===== config.mk =====
export PLATFORM = sky130hd
export DESIGN_NAME = output_giver_serial_flat
export DESIGN_NICKNAME = d
export VERILOG_FILES = /design/src/rtl/output_giver_serial_if.sv /design/src/rtl/output_giver_serial.sv /design/src/flat_wrapper.sv
export SDC_FILE = /design/constraint.sdc
export NUM_CORES = 1
export LEC_CHECK = 0
export CORE_ASPECT_RATIO = 1.2
export CORE_MARGIN = 5
export CORE_UTILIZATION = 42
export DETAILED_ROUTE_END_ITERATION = 7
export HOLD_SLACK_MARGIN = 0.02
export PLACE_DENSITY = 0.71
export SLEW_MARGIN = 20
export SYNTH_ARGS = -nofsm -noshare
export SYNTH_HDL_FRONTEND = slang
export SYNTH_SLANG_ARGS = --single-unit

===== constraint.sdc =====
create_clock -name clk -period 2.25 [get_ports clk]
set_input_delay 0.3375 -clock clk [delete_from_list [all_inputs] [get_ports clk]]
set_output_delay 0.3375 -clock clk [all_outputs]
set_load 0.005 [all_outputs]

===== src/rtl/output_giver_serial_if.sv =====
// Handshake bundle between the cipher core, the serial output stage and the output pins.
// The nibble_ack line is present only when OUT_ACK_EN is defined.
interface output_giver_serial_if #(
  parameter int DATA_W = 32,
  parameter int NIB_W  = 4
);
  logic              load;
  logic [DATA_W-1:0] data_in;
  logic [NIB_W-1:0]  nibble_out;
  logic              nibble_valid;
  logic              busy;
  logic              done;
`ifdef OUT_ACK_EN
  logic              nibble_ack;

  modport master (
    output load, data_in, nibble_ack,
    input  nibble_out, nibble_valid, busy, done
  );
  modport slave (
    input  load, data_in, nibble_ack,
    output nibble_out, nibble_valid, busy, done
  );
`else
  modport master (
    output load, data_in,
    input  nibble_out, nibble_valid, busy, done
  );
  modport slave (
    input  load, data_in,
    output nibble_out, nibble_valid, busy, done
  );
`endif
endinterface


===== src/rtl/output_giver_serial.sv =====
// Parallel-to-serial output stage: captures a ciphertext word and emits it MSB nibble first.
// Optional downstream flow control is enabled by defining OUT_ACK_EN.
module output_giver_serial #(
  parameter int DATA_W = 32,
  parameter int NIB_W  = 4
) (
  input  logic                 clk,
  input  logic                 reset,
  output_giver_serial_if.slave bus
);
  localparam int NIBS  = DATA_W / NIB_W;
  localparam int CNT_W = $clog2(NIBS + 1);

  typedef enum logic [1:0] {
    IDLE  = 2'd0,
    SHIFT = 2'd1,
    DONE  = 2'd2
  } state_t;

  state_t            state_reg, state_next;
  logic [DATA_W-1:0] sreg_reg, sreg_next;
  logic [CNT_W-1:0]  cnt_reg, cnt_next;
  logic [NIB_W-1:0]  nibble_reg, nibble_next;
  logic              valid_reg, valid_next;
  logic              busy_reg, busy_next;
  logic              done_reg, done_next;
  logic              ack;

`ifdef OUT_ACK_EN
  assign ack = bus.nibble_ack;
`else
  assign ack = 1'b1;
`endif

  always_ff @(posedge clk) begin
    if (reset) begin
      state_reg  <= IDLE;
      sreg_reg   <= '0;
      cnt_reg    <= '0;
      nibble_reg <= '0;
      valid_reg  <= 1'b0;
      busy_reg   <= 1'b0;
      done_reg   <= 1'b0;
    end else begin
      state_reg  <= state_next;
      sreg_reg   <= sreg_next;
      cnt_reg    <= cnt_next;
      nibble_reg <= nibble_next;
      valid_reg  <= valid_next;
      busy_reg   <= busy_next;
      done_reg   <= done_next;
    end
  end

  always_comb begin
    state_next  = state_reg;
    sreg_next   = sreg_reg;
    cnt_next    = cnt_reg;
    nibble_next = nibble_reg;
    valid_next  = valid_reg;
    busy_next   = busy_reg;
    done_next   = 1'b0;
    case (state_reg)
      IDLE: begin
        if (bus.load) begin
          nibble_next = bus.data_in[DATA_W-1 -: NIB_W];
          valid_next  = 1'b1;
          busy_next   = 1'b1;
          sreg_next   = bus.data_in << NIB_W;
          cnt_next    = CNT_W'(1);
          state_next  = SHIFT;
        end
      end
      SHIFT: begin
        // cnt counts nibbles already presented; the one on the pins is accepted here.
        if (valid_reg && ack) begin
          if (cnt_reg == CNT_W'(NIBS)) begin
            nibble_next = '0;
            valid_next  = 1'b0;
            busy_next   = 1'b0;
            done_next   = 1'b1;
            cnt_next    = '0;
            state_next  = DONE;
          end else begin
            nibble_next = sreg_reg[DATA_W-1 -: NIB_W];
            sreg_next   = sreg_reg << NIB_W;
            cnt_next    = cnt_reg + CNT_W'(1);
          end
        end
      end
      DONE: begin
        state_next = IDLE;
      end
      default: begin
        state_next = IDLE;
      end
    endcase
  end

  assign bus.nibble_out   = nibble_reg;
  assign bus.nibble_valid = valid_reg;
  assign bus.busy         = busy_reg;
  assign bus.done         = done_reg;
endmodule


===== src/flat_wrapper.sv =====
// flat-port wrapper written by rule: the top's interface ports become plain ports
module output_giver_serial_flat 
#(
  parameter int DATA_W = 32,
  parameter int NIB_W  = 4
)
  (clk, reset, bus_load, bus_data_in, bus_nibble_out, bus_nibble_valid, bus_busy, bus_done);
  output_giver_serial_if #(.DATA_W(DATA_W), .NIB_W(NIB_W)) bus_i ();
  input  logic clk;
  input  logic reset;
  input wire logic [$bits(bus_i.load)-1:0] bus_load;
  input wire logic [$bits(bus_i.data_in)-1:0] bus_data_in;
  output wire logic [$bits(bus_i.nibble_out)-1:0] bus_nibble_out;
  output wire logic [$bits(bus_i.nibble_valid)-1:0] bus_nibble_valid;
  output wire logic [$bits(bus_i.busy)-1:0] bus_busy;
  output wire logic [$bits(bus_i.done)-1:0] bus_done;
  assign bus_i.load = bus_load;
  assign bus_i.data_in = bus_data_in;
  assign bus_nibble_out = bus_i.nibble_out;
  assign bus_nibble_valid = bus_i.nibble_valid;
  assign bus_busy = bus_i.busy;
  assign bus_done = bus_i.done;
  output_giver_serial #(.DATA_W(DATA_W), .NIB_W(NIB_W)) u_core (.clk(clk), .reset(reset), .bus(bus_i));
endmodule

==> metrics.csv, run 1 <==
stage;metric;value;unit
outcome;outcome;finished clean;
synth;Gate Count Post-Synth;234;
sta;final worst-path cycle share;0.8219;
floorplanning;Std-Cell Rows;27;
grt;largest net degree at the start of global routing;30;
detailed_routing;via count;1932;
final_layout;Final Instance Count excl. Fillers;326;
hold_path;worst hold path type;register to register;
sta;Slew Limit Headroom;0.6301;
critical_path;Setup crit end;u_core.sreg_reg[22];
floorplanning;die area;6297;µm²
floorplanning;Top-Level Pins;42;
pwr;Sequential Power Share;0.470;
detailed_routing;Post-route DRC;0;
sta;Tightest Pin Transition;0.5542;ns
grt;first-pass GRT wire length;8.507;mm
clock_network;cts repair resizes;0;
clock_network;Reg clk slew, reported paths;0.08;ns
clock_network;clk buf depth;2;
critical_path;Setup crit start;u_core.state_reg[0];
floorplanning;effective utilization at floorplan;0.4361;
detailed_routing;routed len/inst;15.60;µm
floorplanning;Core Area;4628;µm²
floorplanning;die height;85.94;µm
synth;Mapped Nets;271;
detailed_routing;DRT iter0 DRCs;264;
synth;EDFF count, synth;0;
synth;top-count cell post-synth;nand2_1;
grt;gr usage total;0.1662;
final_layout;Antenna diodes;0;
placement;pre-CTS setup slack;0.3202;ns
final_layout;fin area;2575;µm²
sta;Worst Skew;0.006422;ns
pwr;Gate power share;0.181;
synth;Post-Syn Area;2018;µm²
critical_path;CP max stage cell;dfxtp_1;
synth;synthesized area per cell;8.625;µm²
critical_path;Cell Chain, Critical Path;mux2i_4 > nor3_4 > buf_4 > a311oi_1;
final_layout;Final #Nets;304;
critical_path;Worst Path Arrival;2.04;ns
clock_network;post-CTS setup buffer count;0;
detailed_routing;Via density;5.926;
sta;final setup fails;0;
final_layout;area grow syn2layout;27.59;%
placement;Area after DPL;2455;µm²
sta;Worst Setup Slack, final;0.4008;ns
pwr;Max VDD drop;0.3793;mV
critical_path;Critical Path Source Type;register;
critical_path;Worst Path Required;2.44;ns
critical_path;RR Endpoint;u_core.sreg_reg[22];
clock_network;H-tree levels;2;
synth;post-synthesis async set-or-reset flop share;0;
critical_path;CP peak stage delay;0.65;ns
placement;DP Cell Count;318;
synth;top-area cell type share of the netlist area;0.4067;
sta;final hold viol count;0;
placement;DP Wirelength;3.378;mm
critical_path;Worst setup EP type;register;
placement;gp weighted congestion;0.7973;
detailed_routing;Detailed Route WL;5.087;mm
sta;setup_tns;0;ns
grt;antenna violations before repair;0;
sta;RSZ-0062 raised after global routing;no;
grt;grt total ovfl;0;
pwr;LEAKAGE;0.9548;nW
pwr;switching power;452.4;µW
sta;minimum clock period;1.849;ns
synth;register area share after synthesis;0.4067;
clock_network;cts hold-fix bufs;0;
synth;Synth cell types;39;
synth;predominant post-synthesis flop cell;dfxtp_1;
critical_path;Max FO, Critical Path;24;
detailed_routing;first drt pass iteration count;5;
pwr;pwr dens;688.4;nW/µm²
detailed_routing;Routed Antenna Nets;0;
floorplanning;Die Width;73.28;µm
critical_path;crit path kind;register to register;
clock_network;clock tree from TritonCTS;built;
pwr;Pint;1.320;mW
pwr;power consumption;1.773;mW
critical_path;R2R setup slack;0.40;ns
placement;IO buf count;41;
synth;largest area contributor in the netlist;dfxtp_1;
synth;Synth area leaders;dfxtp_1, a311oi_1, nand2_1, a31oi_1, buf_6;
critical_path;Worst Reg-to-Reg Cells;4;
flow_run;Max-cap violations;0;
clock_network;CTS root buffer;clkbuf_8;
critical_path;Reg-to-Reg Start;u_core.state_reg[0];
clock_network;Clock Sinks;41;
pwr;Net Sw Frac;0.2552;
pwr;clock power share;0.349;
final_layout;share of layout cells above drive strength 1;0.07463;
sta;Fmax;0.5408;GHz
grt;number of global-route vias before repair;1810;
synth;Yosys warning total;0;
final_layout;Largest register FFs;28;
synth;Yosys reg bits;41;
sta;Max Slew Vio Count;0;
clock_network;total CTS buffers;5;
clock_network;clk_lat worst skew;0.29;ns
synth;Synth top cells by count;nand2_1, dfxtp_1, a311oi_1;
==> per-layer routing <==
layer / vias up / global-route usage / routed length (µm)
li1: 952 / - / -
met1: 921 / 0.2270 / 2283
met2: 51 / 0.2685 / 2472
met3: 8 / 0.03400 / 290
met4: 0 / 0.03523 / 41
met5: - / 0 / 0
==> cells by family (layout without fill, tap and decap cells) <==
kind of cell / count (synthesis) / count (layout) / synth area share
AO/OA/AOI/OAI: 78 / 78 / 0.2920
adder cells (fa/ha/maj): 2 / 2 / 0.01240
buffers and inverters: 31 / 65 / 0.08369
flip-flops: 41 / 41 / 0.4067
multiplexers: 2 / 2 / 0.01674
AND/OR/NAND/NOR: 80 / 80 / 0.1885
==> power groups by stage <==
| stage | Combinational (mW) | Sequential, mW | Clock [mW] |
|---|---|---|---|
| after global placement | 0.315 | 0.848 | 0 |
| after CTS | 0.323 | 0.833 | 0.630 |
| after floorplan | 0.206 | 0.835 | 0 |
| after detailed placement | 0.321 | 0.849 | 0 |
| final | 0.321 | 0.833 | 0.618 |
| after global routing | 0.356 | 0.842 | 0.661 |
==> cell usage in the layout, fill, tap and decap left out, drive strengths merged, types with 4 or more instances in the layout <==
cell,count
clkbuf,6
o311a,4
inv,5
a41o,4
a21oi,7
nand2,51
nand2b,6
nand3,5
dfxtp,41
a31oi,24
clkdlybuf4s50,41
a311oi,28
buf,10
==> cell type report <==
class / instances / area, µm²
fillers: 434 / 2053
multi-input cells: 162 / 1028
flip-flops and latches: 41 / 820.8
repair buffers: 51 / 510.5
clock buffers: 6 / 82.58
well taps: 58 / 72.57
clock inverters: 2 / 37.54
inverters: 6 / 22.52
==> worst max-delay path, delay by kind of cell, from the launching register on <==
kind	cells	cell delay [ns]
flops	1	0.65
mux	1	0.48
compound gates	1	0.27
buf+inv	1	0.25
simple gates	1	0.10
==> worst min-delay path by stage <==
stage / slack (ns) / cells after the start / startpoint / endpoint
after detailed placement: 0.47 / 2 / u_core.sreg_reg[8] / u_core.sreg_reg[12]
after floorplan: 0.45 / 2 / u_core.bus.busy / u_core.bus.busy
final: 0.48 / 2 / u_core.sreg_reg[5] / u_core.sreg_reg[9]
after CTS: 0.48 / 2 / u_core.sreg_reg[5] / u_core.sreg_reg[9]
after global routing: 0.49 / 2 / u_core.sreg_reg[8] / u_core.sreg_reg[12]
after global placement: 0.46 / 2 / u_core.sreg_reg[12] / u_core.sreg_reg[16]
==> metrics by stage <==
step | utilization | hold WS, ns
after detailed placement | 0.5304 | 0.4690
after CTS | 0.5564 | 0.4795
after floorplan | - | 0.4548
final | 0.5564 | 0.4758
after global routing | 0.5564 | 0.4936
after global placement | 0.5304 | 0.4625
Note: power is estimated with default switching activity, not from simulation.
==> run 2, diff against run 1 <==
--- a/config.mk
+++ b/config.mk
@@ -10,7 +10,7 @@
 export CORE_UTILIZATION = 42
 export DETAILED_ROUTE_END_ITERATION = 7
 export HOLD_SLACK_MARGIN = 0.02
-export PLACE_DENSITY = 0.71
+export PLACE_DENSITY = 0.73
 export SLEW_MARGIN = 20
 export SYNTH_ARGS = -nofsm -noshare
 export SYNTH_HDL_FRONTEND = slang
==> constraint.sdc (replaced) <==
create_clock -name clk -period 1.65 [get_ports clk]
set_input_delay 0.2475 -clock clk [delete_from_list [all_inputs] [get_ports clk]]
set_output_delay 0.2475 -clock clk [all_outputs]
set_load 0.005 [all_outputs]
==> run 2 against run 1 <==
  * Sequential share of layout area down 2.5 points
  * Non-clock buffer count up 23
  * Largest cell class unchanged
  * Setup slack worse by 0.34 ns
  * Critical endpoint is now u_core.sreg_reg[12]
  * Largest power group unchanged
==> metrics.csv, run 2 (synthesis gave the netlist of run 1 again) <==
stage;metric;value;unit
outcome;outcome;finished clean;
final_layout;area grow syn2layout;39.55;%
placement;DP Wirelength;3.715;mm
detailed_routing;first drt pass iteration count;4;
critical_path;Worst Path Arrival;1.76;ns
floorplanning;Core Area;4628;µm²
final_layout;most common cell after layout, fill and taps aside;nand2_1;
final_layout;Antenna diodes;0;
sta;final setup fails;0;
pwr;pwr dens;886.9;nW/µm²
grt;number of global-route vias before repair;2032;
detailed_routing;Routed Antenna Nets;0;
detailed_routing;routed len/inst;15.95;µm
final_layout;most frequent cells in the layout;nand2_1, clkdlybuf4s50_1, dfxtp_1;
sta;final worst-path cycle share;0.9614;
final_layout;fin area;2816;µm²
placement;Area after DPL;2587;µm²
floorplanning;die area;6297;µm²
floorplanning;die height;85.94;µm
clock_network;clk_lat worst skew;0.29;ns
clock_network;clock tree from TritonCTS;built;
grt;first-pass GRT wire length;9.259;mm
sta;Fmax;0.6304;GHz
final_layout;Final #Nets;328;
floorplanning;effective utilization at floorplan;0.4361;
clock_network;CTS root buffer;clkbuf_8;
critical_path;CP max stage cell;dfxtp_2;
final_layout;share of layout cells above drive strength 1;0.1747;
grt;antenna violations before repair;0;
sta;minimum clock period;1.586;ns
critical_path;Worst setup EP type;register;
floorplanning;Top-Level Pins;42;
clock_network;clk buf depth;2;
pwr;LEAKAGE;1.092;nW
critical_path;worst path bufs/invs;3;
detailed_routing;Detailed Route WL;5.581;mm
detailed_routing;Post-route DRC;0;
sta;setup_tns;0;ns
placement;gp weighted congestion;0.7681;
grt;grt total ovfl;0;
grt;gr usage total;0.1819;
detailed_routing;via count;2040;
clock_network;Clock Sinks;41;
sta;Slew Limit Headroom;0.7927;
floorplanning;Die Width;73.28;µm
sta;Tightest Pin Transition;0.3045;ns
clock_network;H-tree levels;2;
clock_network;total CTS buffers;5;
critical_path;CP peak stage delay;0.33;ns
clock_network;Reg clk slew, reported paths;0.08;ns
critical_path;Critical Path Source Type;register;
flow_run;Max-cap violations;0;
detailed_routing;Via density;5.829;
critical_path;delay-heaviest family, CP;simple AND/OR/NAND/NOR gates;
sta;Max Slew Vio Count;0;
critical_path;Worst Path Required;1.83;ns
critical_path;Cell Chain, Critical Path;inv_1 > ha_2 > and4b_2 > buf_4 > nor3_4 > clkbuf_16 > a311oi_1;
grt;largest net degree at the start of global routing;30;
critical_path;crit path kind;register to register;
placement;IO buf count;41;
floorplanning;Std-Cell Rows;27;
sta;RSZ-0062 raised after global routing;no;
critical_path;Max FO, Critical Path;7;
sta;Worst Skew;0.008654;ns
detailed_routing;DRT iter0 DRCs;228;
sta;final hold viol count;0;
hold_path;worst hold path type;register to register;
pwr;Max VDD drop;0.5026;mV
final_layout;Largest register FFs;28;
run 2: cell count changes in the layout (fill, tap and decap cells not counted), moves of 2 or more:
cell     before  now
buf_4         8   28
dfxtp_1      41   36
dfxtp_2       0    5
buf_12        2    4
run 2: what timing repair did:
action                                  in CTS  in global routing
pin swaps                                    2                  1
hold buffers                                 0                  0
hold endpoints to repair                     0                  0
gates cloned                                 1                  1
endpoints found under the setup margin      28                 29
setup buffers                                4                  2
gates resized for setup                      1                  7
run 2: final timing paths:
check / start / end / slack, ns / depth (start not counted)
worst min-delay path: u_core.sreg_reg[13] / u_core.sreg_reg[17] / 0.48 / 2
worst min register to register: u_core.sreg_reg[13] / u_core.sreg_reg[17] / 0.48 / 2
worst max register to register: u_core.cnt_reg[0] / u_core.sreg_reg[12] / 0.06 / 7
worst max-delay path: u_core.cnt_reg[0] / u_core.sreg_reg[12] / 0.06 / 7
run 2: cell type report:
class                   count  area [µm²]
clock inverters             2       37.54
multi-input cells         163        1049
repair buffers             74       725.7
inverters                   6       22.52
flip-flops and latches     41       827.0
clock buffers               6       82.58
well taps                  58       72.57
fillers                   404        1812
run 2: layer usage:
metal | up-vias | track usage | wire, µm
li1 | 1007 | - | -
met1 | 973 | 0.2265 | 2404
met2 | 56 | 0.3068 | 2798
met3 | 4 | 0.03986 | 327
met4 | 0 | 0.05872 | 50
met5 | - | 0 | 0
run 2: tightest hold or removal path, cell delays in order (launching register included):
cell and delay (ns):
dfxtp_1 0.32, nand2_1 0.05, a311oi_1 0.07
run 2: per-stage QoR:
step	worst slack [ns]	cells	total power, mW	utilization	hold WS, ns
final	0.06369	350	2.498	0.6085	0.4801
after global routing	0.01424	350	2.624	0.6085	0.4961
after CTS	0.001817	347	2.492	0.5977	0.4810
after detailed placement	-0.4865	334	1.624	0.5591	0.4688
after global placement	-0.4288	334	1.614	0.5591	0.4552
after floorplan	0.06841	234	1.421	-	0.3988
run 2: power breakdown:
group,total (mW),switching (mW),internal [mW]
Combinational,0.521,0.235,0.285
Clock,0.849,0.356,0.492
Sequential,1.13,0.0506,1.08
Total,2.50,0.642,1.86
==> run 3, diff against run 2 <==
--- a/config.mk
+++ b/config.mk
@@ -5,6 +5,7 @@
 export SDC_FILE = /design/constraint.sdc
 export NUM_CORES = 1
 export LEC_CHECK = 0
+export ABC_CLOCK_PERIOD_IN_PS = 1650
 export CORE_ASPECT_RATIO = 1.2
 export CORE_MARGIN = 5
 export CORE_UTILIZATION = 42
==> results of run 3 <==
No change in the layout: final DEF, timing and power equal those of run 2.
